==> src/rtl/ib_vnu3_c2v_feeder.sv <==
// Upstream feeder for the degree-3 IB variable-node unit: registers c2v messages and the
// channel LLR onto the VNU routes and emits a sideband tag aligned to the c2v pipelines.
module ib_vnu3_c2v_feeder #(
   parameter int unsigned QUAN_SIZE      = 3,
   parameter int unsigned PIPELINE_DEPTH = 3,
   parameter int unsigned LAYER_NUM      = 4,
   parameter int unsigned MAX_ITER       = 8,
   localparam int unsigned LAYER_W       = $clog2(LAYER_NUM),
   localparam int unsigned ITER_W        = (MAX_ITER > 1) ? $clog2(MAX_ITER) : 1
) (
   input  logic                 read_clk,
   input  logic                 rst,
   input  logic                 start,
   input  logic                 stop_req,
   input  logic                 in_valid,
   output logic                 in_ready,
   input  logic [QUAN_SIZE-1:0] c2v0_in,
   input  logic [QUAN_SIZE-1:0] c2v1_in,
   input  logic [QUAN_SIZE-1:0] c2v2_in,
   input  logic [QUAN_SIZE-1:0] ch_llr_in,
   output logic [QUAN_SIZE-1:0] E0,
   output logic [QUAN_SIZE-1:0] E1,
   output logic [QUAN_SIZE-1:0] E2,
   output logic [QUAN_SIZE-1:0] ch_llr,
   output logic                 issue_valid,
   output logic                 v2c_src,
   output logic                 tag_valid,
   output logic [LAYER_W-1:0]   tag_layer,
   output logic [ITER_W-1:0]    tag_iter,
   output logic                 tag_v2c_src,
   output logic                 busy,
   output logic                 done
);

   localparam int unsigned TAG_DEPTH = PIPELINE_DEPTH - 1;
   localparam int unsigned DRAIN_W   = $clog2(PIPELINE_DEPTH) + 1;
   localparam logic [LAYER_W-1:0] LAST_LAYER = LAYER_W'(LAYER_NUM - 1);
   localparam logic [ITER_W-1:0]  LAST_ITER  = ITER_W'(MAX_ITER - 1);

   typedef enum logic [1:0] {
      S_IDLE,
      S_RUN,
      S_DRAIN,
      S_DONE
   } state_t;

   typedef struct packed {
      logic               valid;
      logic [LAYER_W-1:0] layer;
      logic [ITER_W-1:0]  iter;
      logic               src;
   } tag_t;

   state_t             state_q, state_d;
   logic [LAYER_W-1:0] layer_q, layer_d;
   logic [ITER_W-1:0]  iter_q, iter_d;
   logic               stop_pend_q, stop_pend_d;
   logic [DRAIN_W-1:0] drain_q, drain_d;
   logic               accept;
   logic [LAYER_W-1:0] issue_layer;
   logic [ITER_W-1:0]  issue_iter;
   tag_t               tag_pipe [TAG_DEPTH];

   always_ff @(posedge read_clk) begin
      if (rst) begin
         state_q     <= S_IDLE;
         layer_q     <= '0;
         iter_q      <= '0;
         stop_pend_q <= 1'b0;
         drain_q     <= '0;
      end else begin
         state_q     <= state_d;
         layer_q     <= layer_d;
         iter_q      <= iter_d;
         stop_pend_q <= stop_pend_d;
         drain_q     <= drain_d;
      end
   end

   always_comb begin
      state_d     = state_q;
      layer_d     = layer_q;
      iter_d      = iter_q;
      stop_pend_d = stop_pend_q;
      drain_d     = drain_q;
      in_ready    = 1'b0;
      accept      = 1'b0;
      busy        = (state_q != S_IDLE);
      done        = (state_q == S_DONE);
      case (state_q)
         S_IDLE: begin
            if (start) begin
               state_d     = S_RUN;
               layer_d     = '0;
               iter_d      = '0;
               stop_pend_d = 1'b0;
            end
         end
         S_RUN: begin
            in_ready = 1'b1;
            accept   = in_valid;
            if (stop_req) stop_pend_d = 1'b1;
            if (accept) begin
               if (layer_q == LAST_LAYER) begin
                  layer_d = '0;
                  // a stop only ends the codeword at an iteration boundary
                  if ((iter_q == LAST_ITER) || stop_pend_q || stop_req) begin
                     state_d = S_DRAIN;
                     drain_d = DRAIN_W'(TAG_DEPTH);
                  end else begin
                     iter_d = iter_q + ITER_W'(1);
                  end
               end else begin
                  layer_d = layer_q + LAYER_W'(1);
               end
            end
         end
         S_DRAIN: begin
            if (drain_q == '0) state_d = S_DONE;
            else               drain_d = drain_q - DRAIN_W'(1);
         end
         S_DONE:  state_d = S_IDLE;
         default: state_d = S_IDLE;
      endcase
   end

   always_ff @(posedge read_clk) begin
      if (rst) begin
         E0          <= '0;
         E1          <= '0;
         E2          <= '0;
         ch_llr      <= '0;
         issue_valid <= 1'b0;
         v2c_src     <= 1'b0;
         issue_layer <= '0;
         issue_iter  <= '0;
      end else begin
         issue_valid <= accept;
         if (accept) begin
            E0          <= c2v0_in;
            E1          <= c2v1_in;
            E2          <= c2v2_in;
            ch_llr      <= ch_llr_in;
            v2c_src     <= (iter_q == '0);
            issue_layer <= layer_q;
            issue_iter  <= iter_q;
         end
      end
   end

   // Stage 0 follows the issue register, so the last stage lines up with E1_reg/E2_reg.
   always_ff @(posedge read_clk) begin
      if (rst) begin
         for (int unsigned i = 0; i < TAG_DEPTH; i++) tag_pipe[i] <= '0;
      end else begin
         tag_pipe[0] <= issue_valid ? tag_t'{valid: 1'b1, layer: issue_layer,
                                             iter: issue_iter, src: v2c_src} : '0;
         for (int unsigned i = 1; i < TAG_DEPTH; i++) tag_pipe[i] <= tag_pipe[i-1];
      end
   end

   assign tag_valid   = tag_pipe[TAG_DEPTH-1].valid;
   assign tag_layer   = tag_pipe[TAG_DEPTH-1].layer;
   assign tag_iter    = tag_pipe[TAG_DEPTH-1].iter;
   assign tag_v2c_src = tag_pipe[TAG_DEPTH-1].src;

endmodule

==> config.mk <==
export PLATFORM = sky130hd
export DESIGN_NAME = ib_vnu3_c2v_feeder
export DESIGN_NICKNAME = d
export VERILOG_FILES = /design/src/rtl/ib_vnu3_c2v_feeder.sv
export SDC_FILE = /design/constraint.sdc
export NUM_CORES = 1
export LEC_CHECK = 0
export CAP_MARGIN = 20
export CORE_AREA = 2 2 61 63
export CTS_BUF_LIST = sky130_fd_sc_hd__clkbuf_16
export DETAILED_ROUTE_END_ITERATION = 16
export DIE_AREA = 0 0 63 65
export DONT_BUFFER_PORTS = 1
export GPL_ROUTABILITY_DRIVEN = 0
export PLACE_DENSITY = 0.72
export SKIP_CTS_REPAIR_TIMING = 1
export SYNTH_ARGS = -nofsm -noshare
export SYNTH_HDL_FRONTEND = slang
export SYNTH_SLANG_ARGS = --single-unit
==> constraint.sdc <==
create_clock -name read_clk -period 1.9 [get_ports read_clk]
set_clock_uncertainty 0.2 [all_clocks]
set_input_delay 0.095 -clock read_clk [delete_from_list [all_inputs] [get_ports read_clk]]
set_output_delay 0.095 -clock read_clk [all_outputs]
set_load 0.1 [all_outputs]
# After elaboration in Yosys (flattened, before gate mapping)
# Memories as Yosys holds them, arrays and structs flattened.
# Cells that the tools add are included.
[classes]
n_mux = 31
reduce_logical = 13
addsub = 3
n_eq_ne = 13
bitwise_logic = 2
[op_table]
columns = ["cell", "n"]
rows = [
  ["2-to-1 mux 3 bit", 8],
  ["2-to-1 mux 7 bit", 3],
  ["2-to-1 mux 2 bit", 8],
  ["!= test 2 bit (second input constant)", 8],
  ["AND reduction 5 bit", 3],
  ["one-hot mux 3 bit (2 select lines)", 2],
  ["one-hot mux 2 bit (4 select lines)", 1],
  ["2-to-1 mux 1 bit", 7],
  ["equality test 2 bit (second input constant)", 3],
  ["logical NOT 3 bit", 2],
  ["AND reduction 3 bit", 2],
  ["nonzero test 2 bit", 3],
  ["one-hot mux 2 bit (2 select lines)", 1],
  ["adder 3 x 1 -> 3 bit (second input constant)", 1],
  ["equality test 3 bit (second input constant)", 1],
  ["subtractor 3 x 1 -> 3 bit (second input constant)", 1],
  ["adder 2 x 1 -> 2 bit (second input constant)", 1],
  ["equality test 2 x 1 -> 1 bit (second input constant)", 1],
  ["logical NOT 2 bit", 1],
  ["logical OR 1 bit", 2],
  ["OR 1 bit", 2],
  ["one-hot mux 1 bit (2 select lines)", 1],
]
[word_totals]
mem_bits_rw = 14
regBits = 30
elab_cells = 76
n_memories = 1
[memory_table]
columns = ["name", "depth", "word_bits", "rd", "rd_clocked_by_memory_dff", "wr", "line", "source"]
rows = [
  ["tag_pipe", 2, 7, 2, 0, 2, "62", "tag_t tag_pipe [TAG_DEPTH];"],
]

# Longest topological paths before layout
# Gate-level depths: netlist of run 1.
[depth]
depth_word = 7
mapped_depth = 7
ltp_nobuf = 6

# Least setup slack after synthesis of run 1
# Ideal clock, no wire load.
[synth_timing]
path_kind = "reg-to-reg"
from = "register state_q[1]"
to = "register drain_q[1]"
arrival_ns = 2.151
setup_time_ns = 0.123
path_buffers = 0
path_stages_with_launch = 6
setup_slack_ns = -0.574
path_cell_list = "dfxtp_1 -> inv_1 -> ha_1 -> nor4b_4 -> a2111oi_4 -> mux2_1"
[synth_between]
elab_chain_cells = 3
elab_cells_between_ends = 9
classes_between = "eq/ne (6); mux (1); reduce/logical (2)"
[synth_lines]
columns = ["item", "line", "source"]
rows = [
  ["start, declared", "54", "state_t state_q, state_d;"],
  ["start signal, assigned", "72", "state_q <= state_d;"],
  ["equality test 2 bit / equality test 2 x 1 -> 1 bit (equally long branches)", "90", "case (state_q)"],
  ["!= test 2 bit (no source line) / nonzero test 2 bit (equally long branches)", "n/a", ""],
  ["AND reduction 5 bit (no source line)", "n/a", ""],
  ["end signal, assigned", "76", "drain_q <= drain_d;"],
  ["end, declared", "58", "logic [DRAIN_W-1:0] drain_q, drain_d;"],
]
# Several ways; a longest one is shown, not always the timed one.
# A chain may end at the register's enable or synchronous reset.

# Final worst setup path of run 1
[layout_timing]
from = "register iter_q[0]"
to = "register drain_q[1]"
[layout_between]
elab_chain_cells = 5
[layout_lines]
columns = ["item", "line", "source"]
rows = [
  ["start, declared", "56", "logic [ITER_W-1:0] iter_q, iter_d;"],
  ["start signal, assigned", "74", "iter_q <= iter_d;"],
  ["equality test 3 bit", "107", "if ((iter_q == LAST_ITER) || stop_pend_q || stop_req) begin"],
  ["logical OR 1 bit (2 in series)", "107", ""],
  ["!= test 2 bit (no source line)", "n/a", ""],
  ["AND reduction 5 bit (no source line)", "n/a", ""],
]
# Every way passes these cells.

==> results of run 1 <==
[power breakdown]
part	internal, mW	total [mW]	switching, mW
Combinational	0.501	1.47	0.971
Clock	0.477	0.803	0.326
Sequential	1.01	1.07	0.0609
Total	1.99	3.35	1.36
[worst max path at each step]
| stage | cells past startpoint | to | startpoint |
|---|---|---|---|
| global placement | 5 | drain_q[1]$_SDFFE_PP0P_ | drain_q[0]$_SDFFE_PP0P_ |
| finish | 5 | drain_q[1]$_SDFFE_PP0P_ | iter_q[0]$_SDFFE_PP0P_ |
| floorplan | 5 | drain_q[1]$_SDFFE_PP0P_ | state_q[1]$_SDFFE_PP0P_ |
| CTS | 5 | drain_q[1]$_SDFFE_PP0P_ | drain_q[0]$_SDFFE_PP0P_ |
| global route | 6 | drain_q[0]$_SDFFE_PP0P_ | drain_q[0]$_SDFFE_PP0P_ |
| detailed placement | 5 | drain_q[1]$_SDFFE_PP0P_ | drain_q[0]$_SDFFE_PP0P_ |
[stage by stage]
step | cells | TNS, ns | util | hold WS, ns | total power [mW]
5_1_grt | 296 | 0 | 0.696 | 0.00291 | 3.51
6_report | 296 | 0 | 0.696 | -0.0161 | 3.35
3_5_place_dp | 270 | -0.0528 | 0.598 | -0.0289 | 2.47
2_1_floorplan | 203 | -0.0133 | - | 0.0310 | 2.19
3_3_place_gp | 270 | 0 | 0.598 | -0.0311 | 2.41
4_1_cts | 278 | -0.0661 | 0.639 | -0.326 | 3.27
[cells by family (layout without fill, tap and decap cells)]
logic type | count (synthesis) | after routing
AND/OR/NAND/NOR | 83 | 83
flip-flops | 44 | 44
AO/OA/AOI/OAI | 37 | 37
buffers and inverters | 23 | 68
adder cells (fa/ha/maj) | 10 | 10
multiplexers | 6 | 6
[layout make-up]
cell class,count,area (sq um)
Tap cell,48,60.1
Inverter,9,37.5
Timing Repair Buffer,51,435
Sequential cell,44,883
Multi-Input combinational cell,136,877
Clock inverter,3,15.0
Clock buffer,5,125
Fill cell,255,1060
[cell usage after synthesis]
library cell / instances
nor3_1: 2
mux2_2: 1
buf_2: 2
o311ai_0: 1
nand2b_1: 1
dfxtp_1: 44
clkinv_1: 1
a21oi_1: 24
nand4_1: 3
nor2b_1: 13
mux2i_1: 4
o41ai_1: 1
clkbuf_1: 7
and2_1: 7
nand3b_1: 2
o31a_1: 1
or4_4: 1
nor4b_4: 1
a31oi_1: 2
mux2_1: 1
nor2_1: 5
and3_1: 1
nand4b_1: 1
o31ai_1: 2
a2111oi_4: 1
nand3_1: 3
o21ai_0: 3
nor3b_1: 1
inv_1: 8
buf_4: 5
a21boi_2: 1
a21bo_2: 1
nand2_1: 42
ha_1: 10
[worst reg2reg max path: cells and delay by family, from the launching register on]
kind / cells / cell delay (ns)
flops: 1 / 0.31
simple gates: 1 / 0.36
fa+ha+maj: 2 / 0.41
mux: 1 / 0.32
compound gates: 1 / 0.09
[routing by layer]
metal / track usage / vias to the layer above / wire length, um
li1: - / 763 / -
met1: 0.184 / 709 / 1510
met2: 0.368 / 51 / 2340
met3: 0.0712 / 4 / 223
met4: 0.0806 / 0 / 27
met5: 0 / - / 0
[placed cells by master, fill, tap and decap left out, types with 3 or more instances in the layout]
cell	n
and2_1	7
a21oi_1	23
mux2i_1	3
dfxtp_1	42
dlygate4sd3_1	16
buf_4	34
nand4_1	3
nand3_1	3
nor2_1	4
clkbuf_16	5
nor2b_1	13
inv_1	7
nand2_1	42
ha_1	7
o21ai_0	3
==> key figures, run 1 <==
Run
  – Max cap viols: 0

Power and ir drop
  – Pleak: roughly 0.97 nW
  – Peak supply drop: 0.835 mV
  – Power per cell area: approximately 1400 nW/um^2

STA
  – FMAX: around 560 MHz
  – Hold violation total from the final report: 1
  – Fin crit period: approximately 1.8 ns
  – Max-slew violation count: 0
  – RSZ-0062 raised after global routing: false
  – Transition time of the tightest slew-check pin: between 0.3 and 0.4 ns
  – # setup viols final: 0
  – Hold WS: -0.0161 ns
  – Period utilisation layout: 0.946
  – Setup slack after layout: around 0.10 ns
  – Rel. slew slack: 0.750

Die
  – Die Y: between 60 and 70 um
  – Die Wd: roughly 63 um
  – Cell Rows: 22
  – Die area: between 4000 and 5000 sq um
  – Core box area: around 3500 sq um
  – Top-Level Pins: 41
  – Starting Density: 0.526

Clocking
  – CTS clk-pin slew, worst paths: around 0.050 ns
  – Clk root buf: clkbuf_16
  – Skew-Pair Late Insertion Delay: approximately 0.28 ns
  – Clk buf depth: 2
  – H-tree levels: 2
  – Number of clock sinks: 44
  – CTS buffer count: 5
  – CTS tree: done

Critical path
  – CP required: 1.86 ns
  – CP cell instances: ha_1 > ha_2 > nor4b_4 > a2111oi_4 > mux2_1
  – Critical path's top delay family: adder cells
  – Max incr delay on CP: around 0.36 ns
  – R2R Setup Slk: 0.10 ns
  – Crit-path max FO: 4
  – CP max-delay cell: nor4b_4
  – Worst Setup End Kind: flip-flop
  – Reg2reg end: drain_q[1]$_SDFFE_PP0P_
  – FF-to-FF Start: iter_q[0]$_SDFFE_PP0P_
  – CP Buf/Inv Count: 0
  – Reg2Reg Depth: 5
  – Startpoint Class: flip-flop
  – CP arrival: 1.76 ns
  – Kind of critical path: flip-flop to flip-flop

GRT
  – Largest net degree at the start of global routing: 37
  – Grt total ovfl: 0
  – Initial antenna violation count: 0
  – GRT Total Usage: 0.193
  – Global-route wire length before repair: 5.98 mm
  – Vias in the first global route: around 1,400

Finish
  – Layout area overhead: 32.4%
  – Diode count: 0
  – Biggest register: tag_pipe
  – Layout Nets: approximately 270
  – Largest register FFs: 14
  – Share of layout cells above drive strength 1: 0.230
  – Finished Cell Area: between 2000 and 2500 sq um

Synth
  – Proportion of synthesized chip area in sequential cells: 0.479
  – Post-synthesis simple-gate area fraction: 0.231
  – Largest family of logic cells by synthesized area: simple AND/OR/NAND/NOR gates
  – Synth area leaders: dfxtp_1 48%, nand2_1 8.6%, ha_1 6.8%, a21oi_1 6.5%, nor2b_1 4.4%
  – Largest area contributor in the netlist: dfxtp_1
  – Area share of the largest cell type after synthesis: 0.479
  – Synth Warn #: 0
  – Syn Nets: 230
  – Post-Syn Area: 1840 sq um
  – Synth unique cells: 34
  – Syn_area_per_cell: slightly above 9 sq um
  – Mapped Cells: roughly 200
  – Post-synthesis mux area share: 0.0340
  – Adder-Cell Fraction of Synth Area: 0.0681
  – Flops & latches, synth: 44
  – Synth Area in Compound Gates: 0.129
  – Synth Area in XOR/XNOR: 0

Place
  – Worst slack, placed: -0.0528 ns
  – Placed Area: 2090 sq um
  – Hpwl dp: between 2 and 3 mm
  – Port Buffers: 0

Hold path
  – Worst Hold End: issue_valid$_SDFF_PP0_
  – Hold path depth: 3
  – Hold Path Class: primary input to flip-flop
  – Hold Path Origin: in_valid

Routing
  – Vias per cell: approximately 5.2
  – TritonRoute pass-1 iters: 4
  – Wirelength, routed: ~4.1 mm
  – Routed via count: around 1,500
  – Routed wire per std cell: roughly 14 um
  – DRT antenna net count: 0
  – DRC: 0
  – Initial DRC count: 73

Status
  – Outcome: complete, but fails checks
  – Failing checks: negative hold slack
(Power assumes the default switching activity.)
==> run 2, diff against run 1 <==
Clock period 1.9 ns to 1.5 ns, I/O delays scaled along.
==> run 2 against run 1 <==
Against the previous run: the flow finishes with violations (negative hold slack, negative setup slack); combinational power is 65% higher; sequential share of layout area is 4.0 points lower; first-iteration DRC count is 30% lower; clock-buffer cell count stayed put; critical path type unchanged.
==> key figures, run 2 (synthesized netlist as in run 1, its figures left out) <==
Finish
  – Layout Nets: 290
  – Most common cell after layout, fill and taps aside: nand2_1
  – Final core utilization: 0.791
  – Layout area overhead: 50.5%
  – Largest register FFs: 14
  – Commonest non-fill, non-tap cells in the layout: 42 x nand2_1, 40 x buf_4, 38 x dfxtp_1, 21 x a21oi_1, 18 x dlygate4sd3_1
  – Diode count: 0
  – Share of layout cells above drive strength 1: 0.360
  – Area of the multi-input gates: ~1000 sq um
  – Sequential cell area: between 800 and 900 sq um
  – Biggest register: tag_pipe
  – Finished Cell Area: 2770 sq um
  – FILL cells: about 180

Routing
  – TritonRoute pass-1 iters: 4
  – Routed wire per std cell: 15.3 um
  – Routed via count: about 1,600
  – DRT antenna net count: 0
  – Wirelength, routed: between 4 and 5 mm
  – DRC: 0
  – Vias per cell: 5.25
  – Initial DRC count: between 50 and 60

Die
  – Die Y: around 65 um
  – Die Wd: 63 um
  – Core box area: ~3500 sq um
  – Cell Rows: 22
  – Top-Level Pins: 41
  – Starting Density: 0.526
  – Die area: slightly above 4000 sq um

Status
  – Outcome: complete, but fails checks
  – Failing checks: negative hold slack, negative setup slack

Clocking
  – Skew-Pair Late Insertion Delay: ~0.28 ns
  – Number of clock sinks: 44
  – Clk root buf: clkbuf_16
  – CTS buffer count: 5
  – CTS tree: done
  – CTS clk-pin slew, worst paths: approximately 0.060 ns
  – Clk buf depth: 2
  – H-tree levels: 2

GRT
  – Largest net degree at the start of global routing: 37
  – Grt total ovfl: 0
  – GRT Total Usage: 0.191
  – Vias in the first global route: about 1,400
  – Initial antenna violation count: 0
  – Global-route wire length before repair: about 6.1 mm

Critical path
  – Startpoint Class: flip-flop
  – CP cell instances: ha_4 > ha_4 > buf_4 > o31a_1 > o31ai_1 > a21oi_1
  – Most Frequent Cell on Critical Path: ha_4
  – Max incr delay on CP: between 0.3 and 0.4 ns
  – Kind of critical path: flip-flop to flip-flop
  – CP required: about 1.5 ns
  – Worst Setup End Kind: flip-flop
  – CP arrival: about 1.8 ns
  – Crit-path max FO: 2
  – CP max-delay cell: dfxtp_2

STA
  – Period utilisation layout: 1.21
  – Max-slew violation count: 0
  – Hold violation total from the final report: 6
  – FMAX: around 550 MHz
  – RSZ-0062 raised after global routing: true
  – Fin crit period: between 1.5 and 2 ns
  – Rel. slew slack: 0.710
  – # setup viols final: 28
  – Hold WS: -0.184 ns
  – Transition time of the tightest slew-check pin: about 0.43 ns
  – Setup slack after layout: -0.309 ns

Place
  – Port Buffers: 0
  – Placed Area: ~2200 sq um
  – Worst slack, placed: -0.362 ns
  – Hpwl dp: 2.71 mm

Power and ir drop
  – Power per cell area: about 1800 nW/um^2
  – Peak supply drop: 1.44 mV
  – Tot Pwr: 4.86 mW
  – Pleak: between 1 and 1.5 nW

Run
  – Max cap viols: 0

Hold path
  – Hold Path Class: primary input to flip-flop
[run 2: cell types whose count changed in the layout (fill, tap and decap cells not counted), moves of 3 or more]
cell	delta
inv_1	-4
buf_12	+4
dfxtp_1	-4
o21ai_0	-3
ha_1	-5
buf_6	+4
ha_4	+5
buf_4	+6
[run 2: final cells by class]
class                   instances  share of cell area
clock inverters                 3             0.00678
clock buffers                   5              0.0452
flip-flops and latches         44               0.323
inverters                       9              0.0154
multi-input cells             136               0.362
repair buffers                 67               0.226
well taps                      48              0.0217
[run 2: metrics by stage]
| stage | cells | setup TNS (ns) |
|---|---|---|
| final | 312 | -2.85 |
| after global placement | 283 | -2.17 |
| after global routing | 312 | -4.69 |
| after floorplan | 203 | -4.65 |
| after detailed placement | 283 | -2.90 |
| after CTS | 291 | -3.90 |
[run 2: path summary, 6_finish.rpt]
kind | start | slack, ns | to | depth (start not counted)
setup / recovery | iter_q[0]$_SDFFE_PP0P_ | -0.31 | iter_q[2]$_SDFFE_PP0P_ | 6
hold / removal | start | -0.18 | layer_q[1]$_SDFFE_PP0P_ | 2
setup reg to reg | iter_q[0]$_SDFFE_PP0P_ | -0.31 | iter_q[2]$_SDFFE_PP0P_ | 6
hold reg to reg | tag_pipe[0][5]$_SDFF_PP0_ | 0.24 | tag_pipe[0][12]$_SDFF_PP0_ | 1
[run 2: metal layers]
layer / wire [um] / global-route usage / share of wire / up-vias
li1: - / - / - / 796
met1: 1890 / 0.186 / 0.40 / 774
met2: 2560 / 0.370 / 0.54 / 61
met3: 264 / 0.0521 / 0.055 / 8
met4: 57 / 0.0944 / 0.012 / 0
met5: 0 / 0 / 0 / -
[run 2: report_power, final]
| part | leakage [nW] | switching (mW) | total, mW | internal [mW] |
|---|---|---|---|---|
| logic | 0.670 | 1.43 | 2.43 | 0.999 |
| clock network | 0.0736 | 0.435 | 1.05 | 0.613 |
| registers | 0.359 | 0.0918 | 1.39 | 1.29 |
| total | 1.10 | 1.96 | 4.86 | 2.91 |
[run 2: worst max-delay path: cells and delay by family (launching register included)]
kind,cells,cell delay (ns)
buffers and inverters,1,0.14
flip-flops,1,0.34
adder cells (fa/ha/maj),2,0.33
AO/OA/AOI/OAI,3,0.67
==> run 3, diff against run 2 <==
Settings changed: PLACE_DENSITY 0.72 to 0.69.
Clock period 1.5 ns to 1.7 ns, I/O delays scaled along.
==> run 3 against run 2 <==
Against the previous run: the flow still finishes with violations (negative hold slack, negative setup slack); register-to-register slack improved by 0.26 ns; global-route usage fell by 0.30 points; critical path depth decreased by 1; combinational power fell by 20%; power decreased by 14%; sequential cell count did not move; routed wire length is 9.6% lower; maximum frequency up 3.7%; setup slack gained 0.26 ns; final area decreased by 3.7%; worst hold slack improved by 0.14 ns.
==> key figures, run 3 (synthesized netlist as in run 1, its figures left out) <==
Status
  – Outcome: complete, but fails checks
  – Failing checks: negative hold slack, negative setup slack

Finish
  – Largest register FFs: 14
  – Share of layout cells above drive strength 1: 0.323
  – Layout area overhead: 44.9%
  – Biggest register: tag_pipe
  – Sequential cell area: roughly 890 sq um
  – Commonest non-fill, non-tap cells in the layout: 42 x nand2_1, 40 x buf_4, 39 x dfxtp_1, 23 x a21oi_1, 16 x dlygate4sd3_1
  – Most common cell after layout, fill and taps aside: nand2_1
  – Final core utilization: 0.762
  – Layout Cells excl Fill: 302
  – Layout Nets: 282
  – Area of the multi-input gates: 1000 sq um
  – Diode count: 0
  – FILL cells: around 240

Power and ir drop
  – Power per cell area: about 1600 nW/um^2
  – Tot Pwr: approximately 4.2 mW
  – Peak supply drop: 1.08 mV
  – Pleak: between 1 and 1.5 nW

STA
  – FMAX: 573 MHz
  – Setup slack after layout: -0.0442 ns
  – Transition time of the tightest slew-check pin: just under 0.4 ns
  – Max-slew violation count: 0
  – Hold WS: -0.0493 ns
  – Fin crit period: around 1.7 ns
  – Rel. slew slack: 0.740
  – Period utilisation layout: 1.03
  – Hold violation total from the final report: 5
  – RSZ-0062 raised after global routing: true
  – # setup viols final: 7

Clocking
  – CTS tree: done
  – H-tree levels: 2
  – CTS clk-pin slew, worst paths: roughly 0.060 ns
  – Clk buf depth: 2
  – Clk root buf: clkbuf_16
  – Number of clock sinks: 44
  – CTS buffer count: 5
  – Skew-Pair Late Insertion Delay: between 0.2 and 0.3 ns

Critical path
  – CP Buf/Inv Count: 0
  – Reg2reg end: drain_q[1]$_SDFFE_PP0P_
  – CP cell instances: ha_4 > ha_4 > nor4b_4 > a2111oi_4 > mux2_4
  – Max incr delay on CP: 0.37 ns
  – Startpoint Class: flip-flop
  – CP max-delay cell: nor4b_4
  – CP arrival: roughly 1.7 ns
  – Reg2Reg Depth: 5
  – Crit-path max FO: 4
  – Kind of critical path: flip-flop to flip-flop
  – CP Launch Point: iter_q[1]$_SDFFE_PP0P_
  – CP required: 1.67 ns
  – Most Frequent Cell on Critical Path: ha_4
  – Worst Setup End Kind: flip-flop
  – FF-to-FF Start: iter_q[1]$_SDFFE_PP0P_
  – Critical path's top delay family: simple AND/OR/NAND/NOR gates
  – R2R Setup Slk: -0.04 ns

Hold path
  – Worst Hold End: layer_q[1]$_SDFFE_PP0P_
  – Hold path depth: 3
  – Hold Path Origin: in_valid
  – Hold Path Class: primary input to flip-flop

GRT
  – GRT Total Usage: 0.188
  – Vias in the first global route: approximately 1,500
  – Largest net degree at the start of global routing: 37
  – Grt total ovfl: 0
  – Global-route wire length before repair: ~6.1 mm
  – Initial antenna violation count: 0

Routing
  – Routed via count: 1,574
  – TritonRoute pass-1 iters: 4
  – Wirelength, routed: ~4.3 mm
  – DRT antenna net count: 0
  – Vias per cell: about 5.2
  – DRC: 0
  – Initial DRC count: between 70 and 80
  – Routed wire per std cell: approximately 14 um

Die
  – Starting Density: 0.526
  – Die area: just over 4000 sq um
  – Cell Rows: 22
  – Die Wd: between 60 and 70 um
  – Die Y: between 60 and 70 um
  – Top-Level Pins: 41
  – Core box area: about 3500 sq um

Place
  – Port Buffers: 0
  – Cell count after placement: around 280
  – Hpwl dp: between 2 and 3 mm

Run
  – Max cap viols: 0
## run 3: worst reg2reg max path, cell delays in order, from the launching register on
cell,delay [ns]
dfxtp_2,0.33
ha_4,0.16
ha_4,0.17
nor4b_4,0.37
a2111oi_4,0.10
mux2_4,0.31
## run 3: cell type report
class,count,share of cell area
repair buffers,59,0.192
clock buffers,5,0.0470
clock inverters,1,0.0113
multi-input cells,136,0.375
inverters,9,0.0169
well taps,48,0.0225
flip-flops and latches,44,0.335
## run 3: layer usage
layer / share of wire / track usage
met2: 0.54 / 0.375
met4: 0.031 / 0.0667
met1: 0.39 / 0.183
met5: 0 / 0
met3: 0.044 / 0.0538
## run 3: worst max-delay path by stage
stage / depth (start not counted) / to
2_1_floorplan: 5 / drain_q[1]$_SDFFE_PP0P_
3_3_place_gp: 5 / drain_q[1]$_SDFFE_PP0P_
3_5_place_dp: 5 / drain_q[1]$_SDFFE_PP0P_
4_1_cts: 5 / drain_q[1]$_SDFFE_PP0P_
5_1_grt: 6 / drain_q[2]$_SDFFE_PP0P_
6_report: 5 / drain_q[1]$_SDFFE_PP0P_
## run 3: report_power, final
| part | internal, mW | leakage (nW) | switching [mW] | total (mW) |
|---|---|---|---|---|
| combinational | 0.748 | 0.611 | 1.21 | 1.95 |
| sequential | 1.14 | 0.359 | 0.0807 | 1.22 |
| clock | 0.675 | 0.0757 | 0.349 | 1.02 |
## run 3: stage by stage
step | hold slack [ns] | TNS [ns] | cell area (sq um) | setup WS (ns)
2_1_floorplan | 0.0210 | -0.764 | 1880 | -0.174
3_3_place_gp | -0.0390 | -0.572 | 2180 | -0.122
3_5_place_dp | -0.0401 | -1.05 | 2180 | -0.188
4_1_cts | -0.333 | -1.18 | 2330 | -0.189
5_1_grt | 0.00766 | -0.565 | 2660 | -0.0943
6_report | -0.0493 | -0.155 | 2660 | -0.0442
